`config.mk`:
```
export PLATFORM = sky130hd
export DESIGN_NAME = hazard_ctrl
export DESIGN_NICKNAME = d
export VERILOG_FILES = /design/src/rtl/hazard_ctrl.sv
export SDC_FILE = /design/constraint.sdc
export NUM_CORES = 1
export LEC_CHECK = 0
export ABC_AREA = 1
export BUFFER_PORTS_ARGS = -buffer_cell sky130_fd_sc_hd__buf_2
export CORE_UTILIZATION = 54
export CTS_CLUSTER_DIAMETER = 30
export DETAILED_ROUTE_END_ITERATION = 10
export PLACE_DENSITY = 0.79
export SYNTH_ARGS = -nofsm -noshare
export SYNTH_HDL_FRONTEND = slang
export SYNTH_SLANG_ARGS = --single-unit
```
`constraint.sdc`:
```
create_clock -name clk -period 4.2 [get_ports clk]
set_input_delay 1.26 -clock clk [delete_from_list [all_inputs] [get_ports clk]]
set_output_delay 1.26 -clock clk [all_outputs]
set_load 0.005 [all_outputs]
```
`src/rtl/hazard_ctrl.sv`:
```
// ============================================================================
// hazard_ctrl : RAW hazard, branch flush and halt-drain control for the 5-stage
//               pipeline. Optional EX/MEM forwarding: `define HAZARD_FORWARD_EN
// Rev 1.0
// ============================================================================
`default_nettype none

module hazard_ctrl #(
  parameter int CNT_W = 16
) (
  input  logic             clk,
  input  logic             rst,
  input  logic [2:0]       RsId,
  input  logic [2:0]       RtId,
  input  logic             RsValidId,
  input  logic             RtValidId,
  input  logic [2:0]       writeRegId,
  input  logic             writeRegValidId,
  input  logic             RegWriteId,
  input  logic             MemReadId,
  input  logic             haltId,
  input  logic             redirectEx,
  output logic             controlZeroIdEx,
  output logic             stallPc,
  output logic             stallIfId,
  output logic             flushIfId,
  output logic             halted,
  output logic [CNT_W-1:0] stallCnt,
  output logic [CNT_W-1:0] flushCnt
);

  localparam logic [0:0] c_RUN    = 1'b0;
  localparam logic [0:0] c_HALTED = 1'b1;

  logic [0:0]       r_state;
  logic [0:0]       w_nextState;
  logic             r_exV, r_memV, r_wbV;
  logic [2:0]       r_exReg, r_memReg, r_wbReg;
  logic             r_exLd;
  logic [CNT_W-1:0] r_stallCnt, r_flushCnt;
  logic             w_exHit, w_memHit, w_wbHit, w_hz;
  logic             w_stallEv, w_flushEv;

  function automatic logic srcHit(input logic v, input logic [2:0] r,
                                  input logic [2:0] rs, input logic rsv,
                                  input logic [2:0] rt, input logic rtv);
    return v & ((rsv & (rs == r)) | (rtv & (rt == r)));
  endfunction

  assign w_exHit  = srcHit(r_exV,  r_exReg,  RsId, RsValidId, RtId, RtValidId);
  assign w_memHit = srcHit(r_memV, r_memReg, RsId, RsValidId, RtId, RtValidId);
  assign w_wbHit  = srcHit(r_wbV,  r_wbReg,  RsId, RsValidId, RtId, RtValidId);

`ifdef HAZARD_FORWARD_EN
  // Forwarding covers everything except a load still in EX.
  assign w_hz = w_exHit & r_exLd;
`else
  assign w_hz = w_exHit | w_memHit | w_wbHit;
`endif

  always_comb begin
    controlZeroIdEx = 1'b0;
    stallPc         = 1'b0;
    stallIfId       = 1'b0;
    flushIfId       = 1'b0;
    halted          = 1'b0;
    w_nextState     = r_state;
    if (!rst) begin
      if (r_state == c_HALTED) begin
        controlZeroIdEx = 1'b1;
        stallPc         = 1'b1;
        stallIfId       = 1'b1;
        halted          = 1'b1;
      end else if (redirectEx) begin
        flushIfId       = 1'b1;
        controlZeroIdEx = 1'b1;
      end else if (w_hz) begin
        controlZeroIdEx = 1'b1;
        stallPc         = 1'b1;
        stallIfId       = 1'b1;
      end else if (haltId) begin
        w_nextState = c_HALTED;
      end
    end
  end

  assign w_stallEv = (r_state == c_RUN) & w_hz & ~redirectEx;
  assign w_flushEv = (r_state == c_RUN) & redirectEx;

  always_ff @(posedge clk or posedge rst) begin
    if (rst) begin
      r_state    <= c_RUN;
      r_exV      <= 1'b0;
      r_memV     <= 1'b0;
      r_wbV      <= 1'b0;
      r_exReg    <= 3'd0;
      r_memReg   <= 3'd0;
      r_wbReg    <= 3'd0;
      r_exLd     <= 1'b0;
      r_stallCnt <= '0;
      r_flushCnt <= '0;
    end else begin
      r_state  <= w_nextState;
      r_wbV    <= r_memV;
      r_wbReg  <= r_memReg;
      r_memV   <= r_exV;
      r_memReg <= r_exReg;
      // A bubbled or flushed ID instruction leaves an empty EX slot.
      r_exV    <= ~controlZeroIdEx & RegWriteId & writeRegValidId;
      r_exReg  <= writeRegId;
      r_exLd   <= MemReadId;
      if (w_stallEv && (r_stallCnt != {CNT_W{1'b1}}))
        r_stallCnt <= r_stallCnt + 1'b1;
      if (w_flushEv && (r_flushCnt != {CNT_W{1'b1}}))
        r_flushCnt <= r_flushCnt + 1'b1;
    end
  end

  assign stallCnt = r_stallCnt;
  assign flushCnt = r_flushCnt;

endmodule

`default_nettype wire

```
==> metrics, run 1 <==
vias per cell=5.08; CTS resizes=0; clock period minus worst slack=3.56 ns; DRT Wirelength=5.44 mm; synthesis-to-finish area growth=16.1%; register area share after synthesis=45.1%; layout cell share with drive strength beyond 1=19.3%; vias in the first global route=2037; IO buf count=53; Crit. End Element=primary output; Worst setup SP type=input port; sequential fraction of design power=56.8%; DP Worst Slack=0.666 ns; period utilization=84.6%; synth unique cells=23; Synth Net Count=351; Die X=70.0 um; CTS clk-pin slew, worst paths=0.09 ns; TritonCTS clock tree=done; slew margin rel.=73.2%; CP arrival=2.30 ns; Power Dens Cells=269 nW/um^2; Synth area leaders=dfrtp_1 45%, nand2_1 18%, xor2_1 5.6%; Core Area=4380 sq um; pin count of the biggest net entering global routing=31; largest area contributor in the netlist=dfrtp_1; GRT Total Usage=23.7%; hold crit path type=reg -> reg; global placement routability congestion=0.867; Tot Pwr=0.779 mW; ANT nets after route=0; setup ws final=0.645 ns; max-cap violations=0; required time worst endpoint=2.94 ns; Peak VDD IR=0.201 mV; clock tree buffer depth=2; setup_tns=0 ns; worst slew pin tran=0.399 ns; Routed WL per cell=12.4 um; row cnt=24; Setup Buffers After CTS=0; hold worst-path end=r_memV; Final setup viols=0; top-area cell type share of the netlist area=45.1%; reg-to-reg setup timing slack=2.23 ns; CP Class=in -> out; max-slew violation count=0; clock buffers created by TritonCTS=5; final hold slack=0.380 ns; die area=4900 sq um; diode count=0; layout net count=407; Die Ht=70.0 um; Synth Register Bits=45; NetSw=0.203 mW; commonest non-fill, non-tap cell in the layout=nand2_1; Sink Count=45; LEAKAGE=1.66 nW; Final Hold Vio Count=0; Int Pwr=0.575 mW; hold path start=r_exV; hold bufs inserted after CTS=0; status=completed; clock skew=0.00673 ns; most frequent cells in the layout=118 x nand2_1, 53 x buf_2, 45 x dfrtp_1; post-layout util=66.1%; RSZ-0062 raised after global routing=no; grt total ovfl=0; Boundary Pins=55; Synth Instances=331; clock share of power=35.6%; # DRC=0; fmax=0.281 GHz; First-pass DRT Iterations=4; DR vias=2234; Comb power frac=7.5%; clk_lat worst skew=0.30 ns; reg2reg path depth=11; root buffer cell=clkbuf_8; worst r2r src=stallCnt[0]; Mapped Area=2490 sq um; worst-path fanout max=4; Yosys warning count=0; antenna violations before repair=0; Initial Util=56.9%; H-tree levels=2; 1st-iter DRT viols=150; Worst Hold Path Cells=0; Avg Cell Area, Syn=7.54 sq um; dpl hpwl=4.03 mm; Sw Ratio=26.1%; first-pass GRT wire length=9.25 mm; Reg-to-Reg End=stallCnt[3]
power by group through the flow:
stage,clock network (mW),logic [mW],registers (mW)
2_1_floorplan,0,0.0372,0.450
3_3_place_gp,0,0.0576,0.451
3_5_place_dp,0,0.0588,0.451
4_1_cts,0.284,0.0591,0.443
5_1_grt,0.299,0.0686,0.443
6_report,0.277,0.0584,0.443
registers in the layout (all words and copies together) (netlist names):
signal,flops
r_wbV,1
r_exV,1
r_state,1
r_exReg,3
r_wbReg,3
r_memV,1
flushCnt,16
r_memReg,3
stallCnt,16
cells by family after synthesis:
family	Yosys count	share of synthesized area, %
XOR/XNOR	26	9.13
buffers and inverters	45	7.37
AND/OR/NAND/NOR	208	36.4
flip-flops	45	45.1
adder cells (fa/ha/maj)	2	1.00
AO/OA/AOI/OAI	5	1.00
cell type report:
cell class                      count  area [sq um]
Clock buffer                        5          68.8
Clock inverter                      3          22.5
Fill cell                         400          1490
Inverter                           38           143
Multi-Input combinational cell    241          1180
Sequential cell                    45          1130
Tap cell                           52          65.1
Timing Repair Buffer               56           288
worst max-delay path by stage:
stage	start	to	slack, ns	cells after the start
global route	RsId[1]	stallPc	0.50	11
CTS	RsId[1]	stallPc	0.66	11
global placement	RsId[1]	stallIfId	0.68	11
floorplan	rst	stallPc	0.31	4
detailed placement	RsId[1]	stallPc	0.67	11
finish	RsId[1]	stallPc	0.64	11
per-stage QoR:
stage                     cells  area, sq um
after global routing        440         2900
after floorplan             331         2490
after global placement      432         2810
final                       440         2900
after CTS                   440         2900
after detailed placement    432         2810
per-layer routing:
metal / track usage [%] / share of wire [%] / routed length, um / vias to the layer above
met5: 0 / 0 / 0 / -
met4: 8.22 / 0.85 / 46 / 0
met3: 3.46 / 4.9 / 265 / 7
met2: 38.5 / 46 / 2520 / 54
met1: 32.7 / 48 / 2600 / 1021
li1: - / - / - / 1152
cells in the mapped netlist, drive strengths merged:
| cell | count |
|---|---|
| dfrtp | 45 |
| nand2 | 122 |
| clkbuf | 1 |
| xnor2 | 10 |
| xor2 | 16 |
| nand3 | 22 |
| nor4 | 3 |
| buf | 6 |
| o21ai | 1 |
| a21oi | 4 |
| ha | 2 |
| nor2 | 32 |
| nor3 | 7 |
| nand4 | 22 |
| inv | 38 |
critical path, stage by stage:
cell	delay, ns
buf_2	0.12
inv_1	0.10
nand2_1	0.06
a21oi_1	0.12
nand2_1	0.06
nand2_1	0.07
nand2_1	0.07
nand3_1	0.11
nand3_1	0.07
nand2_1	0.12
buf_2	0.12
Note: power is estimated with default switching activity, not from simulation.
==> run 2: changes to the inputs <==
CORE_UTILIZATION = 49   (was 54)
PLACE_DENSITY = 0.76   (was 0.79)
clock period = 3.1 ns   (was 4.2 ns; I/O delays follow)
==> run 2 against run 1 <==
Flip-flop and latch count unchanged. Via count increased by 2.6%. Worst hold slack about the same. Cell count increased by 3.6%. Critical path type unchanged. Largest cell class unchanged.
==> metrics, run 2 (same netlist as run 1, synthesis figures left out) <==
status=completed; ANT nets after route=0 (unchanged); clock tree buffer depth=2 (unchanged); slowest stage delay, CP=0.13 ns (about the same); first-pass GRT wire length=8.80 mm (-4.8%); layout cell share with drive strength beyond 1=19.5% (+0.21 points); TritonCTS clock tree=done; row cnt=25 (+4.2%); Tot Pwr=1.21 mW (+55%); hold path start=r_memV; setup_tns=0 ns (unchanged); placement-stage cell area=2840 sq um (+1.1%); Peak VDD IR=0.230 mV (+14%); Power Dens Cells=407 nW/um^2 (+51%); slew margin rel.=72.9% (-0.26 points); grt total ovfl=0 (unchanged); Core Area=4820 sq um (+9.9%); IO buf count=53 (unchanged); Crit. End Element=primary output; hold bufs inserted after CTS=0 (unchanged); synthesis-to-finish area growth=19.1%; clock buffers created by TritonCTS=5 (unchanged); final std cells w/o fill=456 (+3.6%); Setup Buffers After CTS=0 (unchanged); Boundary Pins=55 (unchanged); Reg-to-Reg End=stallCnt[3]; antenna violations before repair=0 (unchanged); DRT Wirelength=5.32 mm (-2.1%); clock skew=0.00669 ns (-0.0000356 ns); fillers=470 (+18%); commonest non-fill, non-tap cell in the layout=nand2_1; CP arrival=1.94 ns (-0.36 ns); root buffer cell=clkbuf_8; Die X=73.4 um (+4.8%); # DRC=0 (unchanged); max-cap violations=0 (unchanged); diode count=0 (unchanged); layout net count=408 (+0.25%); pin count of the biggest net entering global routing=31 (unchanged); First-pass DRT Iterations=4 (unchanged); most frequent cells in the layout=118 x nand2_1, 53 x buf_2, 45 x dfrtp_1; Final Instance Area=2970 sq um (+2.5%); worst-path fanout max=5 (+1); hold worst-path end=r_wbV; buffers and inverters on the worst path=3 (unchanged); clk_lat worst skew=0.30 ns (about the same); Initial Util=51.8% (-5.1 points); DP Worst Slack=0.225 ns (-0.441 ns); clock period minus worst slack=2.87 ns; H-tree levels=2 (unchanged); 1st-iter DRT viols=137 (-8.7%); fmax=0.349 GHz; critical path's top delay family=simple AND/OR/NAND/NOR gates; period utilization=92.5%; reg-to-reg setup timing slack=1.17 ns (-1.06 ns); die area=5380 sq um (+9.9%); critical path's slowest cell=buf_2; Die Ht=73.4 um (+4.8%); Sink Count=45 (unchanged); LEAKAGE=1.69 nW (+2.0%); worst r2r src=stallCnt[0]; max-slew violation count=0 (unchanged); vias in the first global route=2087 (+2.5%); Worst Hold Path Cells=0 (unchanged); CP most frequent cell=nand2_1; setup ws final=0.232 ns (-0.412 ns); required time worst endpoint=2.17 ns (-0.77 ns); global placement routability congestion=0.879 (+1.4%); dpl hpwl=3.99 mm (-0.99%); worst slew pin tran=0.403 ns (+0.00381 ns); GRT Total Usage=21.3% (-2.4 points); Final setup viols=0 (unchanged); Routed WL per cell=11.7 um (-5.5%); DR vias=2291 (+2.6%); reg2reg path depth=11 (unchanged); Worst setup SP type=input port; Final Hold Vio Count=0 (unchanged); vias per cell=5.02 (-1.0%); CP Class=in -> out; crit path cell chain=buf_2 -> inv_1 -> nand2_1 -> nand2_1 -> nor2_1 -> nand2_1 -> nand2_1 -> nand2_1 -> nand3_1 -> nand3_1 -> nand2_1 -> buf_2; RSZ-0062 raised after global routing=no; placed insts=448 (+3.7%); hold crit path type=reg -> reg; CTS resizes=0 (unchanged); CTS clk-pin slew, worst paths=0.09 ns (about the same)
run 2: cell types whose count changed in the layout (fill, tap and decap cells not counted):
| cell | before | now |
|---|---|---|
| inv_2 | 3 | 2 |
| clkinvlp_4 | 3 | 1 |
| buf_4 | 3 | 4 |
| bufinv_16 | 0 | 2 |
| clkinv_2 | 0 | 1 |
run 2: worst max path at each step:
stage / startpoint / end / slack [ns] / cells after the start
after floorplan: rst / stallPc / 0.10 / 4
after global placement: RsId[1] / stallIfId / 0.24 / 11
after detailed placement: RsId[1] / stallPc / 0.23 / 11
after CTS: RsId[1] / stallPc / 0.22 / 11
after global routing: RsId[1] / stallIfId / 0.09 / 11
final: RtId[0] / stallPc / 0.23 / 12
run 2: per-stage QoR:
stage | hold slack [ns] | utilization (%)
floorplan | 0.354 | -
global placement | 0.357 | 58.9
detailed placement | 0.362 | 58.9
CTS | 0.382 | 61.7
global route | 0.394 | 61.7
finish | 0.380 | 61.7
run 2: area by class of cell:
type / count / area, sq um / share of cell area, %
well taps: 67 / 83.8 / 2.82
clock buffers: 5 / 68.8 / 2.32
multi-input cells: 241 / 1180 / 39.9
flip-flops and latches: 45 / 1130 / 37.9
clock inverters: 3 / 65.1 / 2.19
inverters: 38 / 146 / 4.93
repair buffers: 57 / 295 / 9.94
run 2: power by group:
group          leakage [nW]  internal (mW)  switching, mW  total, mW
Combinational          1.04         0.0283         0.0524     0.0807
Sequential            0.581          0.594        0.00601      0.600
Clock                0.0681          0.320          0.208      0.528
Total                  1.69          0.942          0.266       1.21
run 2: per-layer routing:
metal / vias to the layer above / share of wire (%) / GRT usage [%]
li1: 1158 / - / -
met3: 13 / 4.9 / 3.70
met5: - / 0 / 0
met4: 0 / 2.2 / 10.3
met2: 62 / 47 / 34.8
met1: 1058 / 46 / 27.6
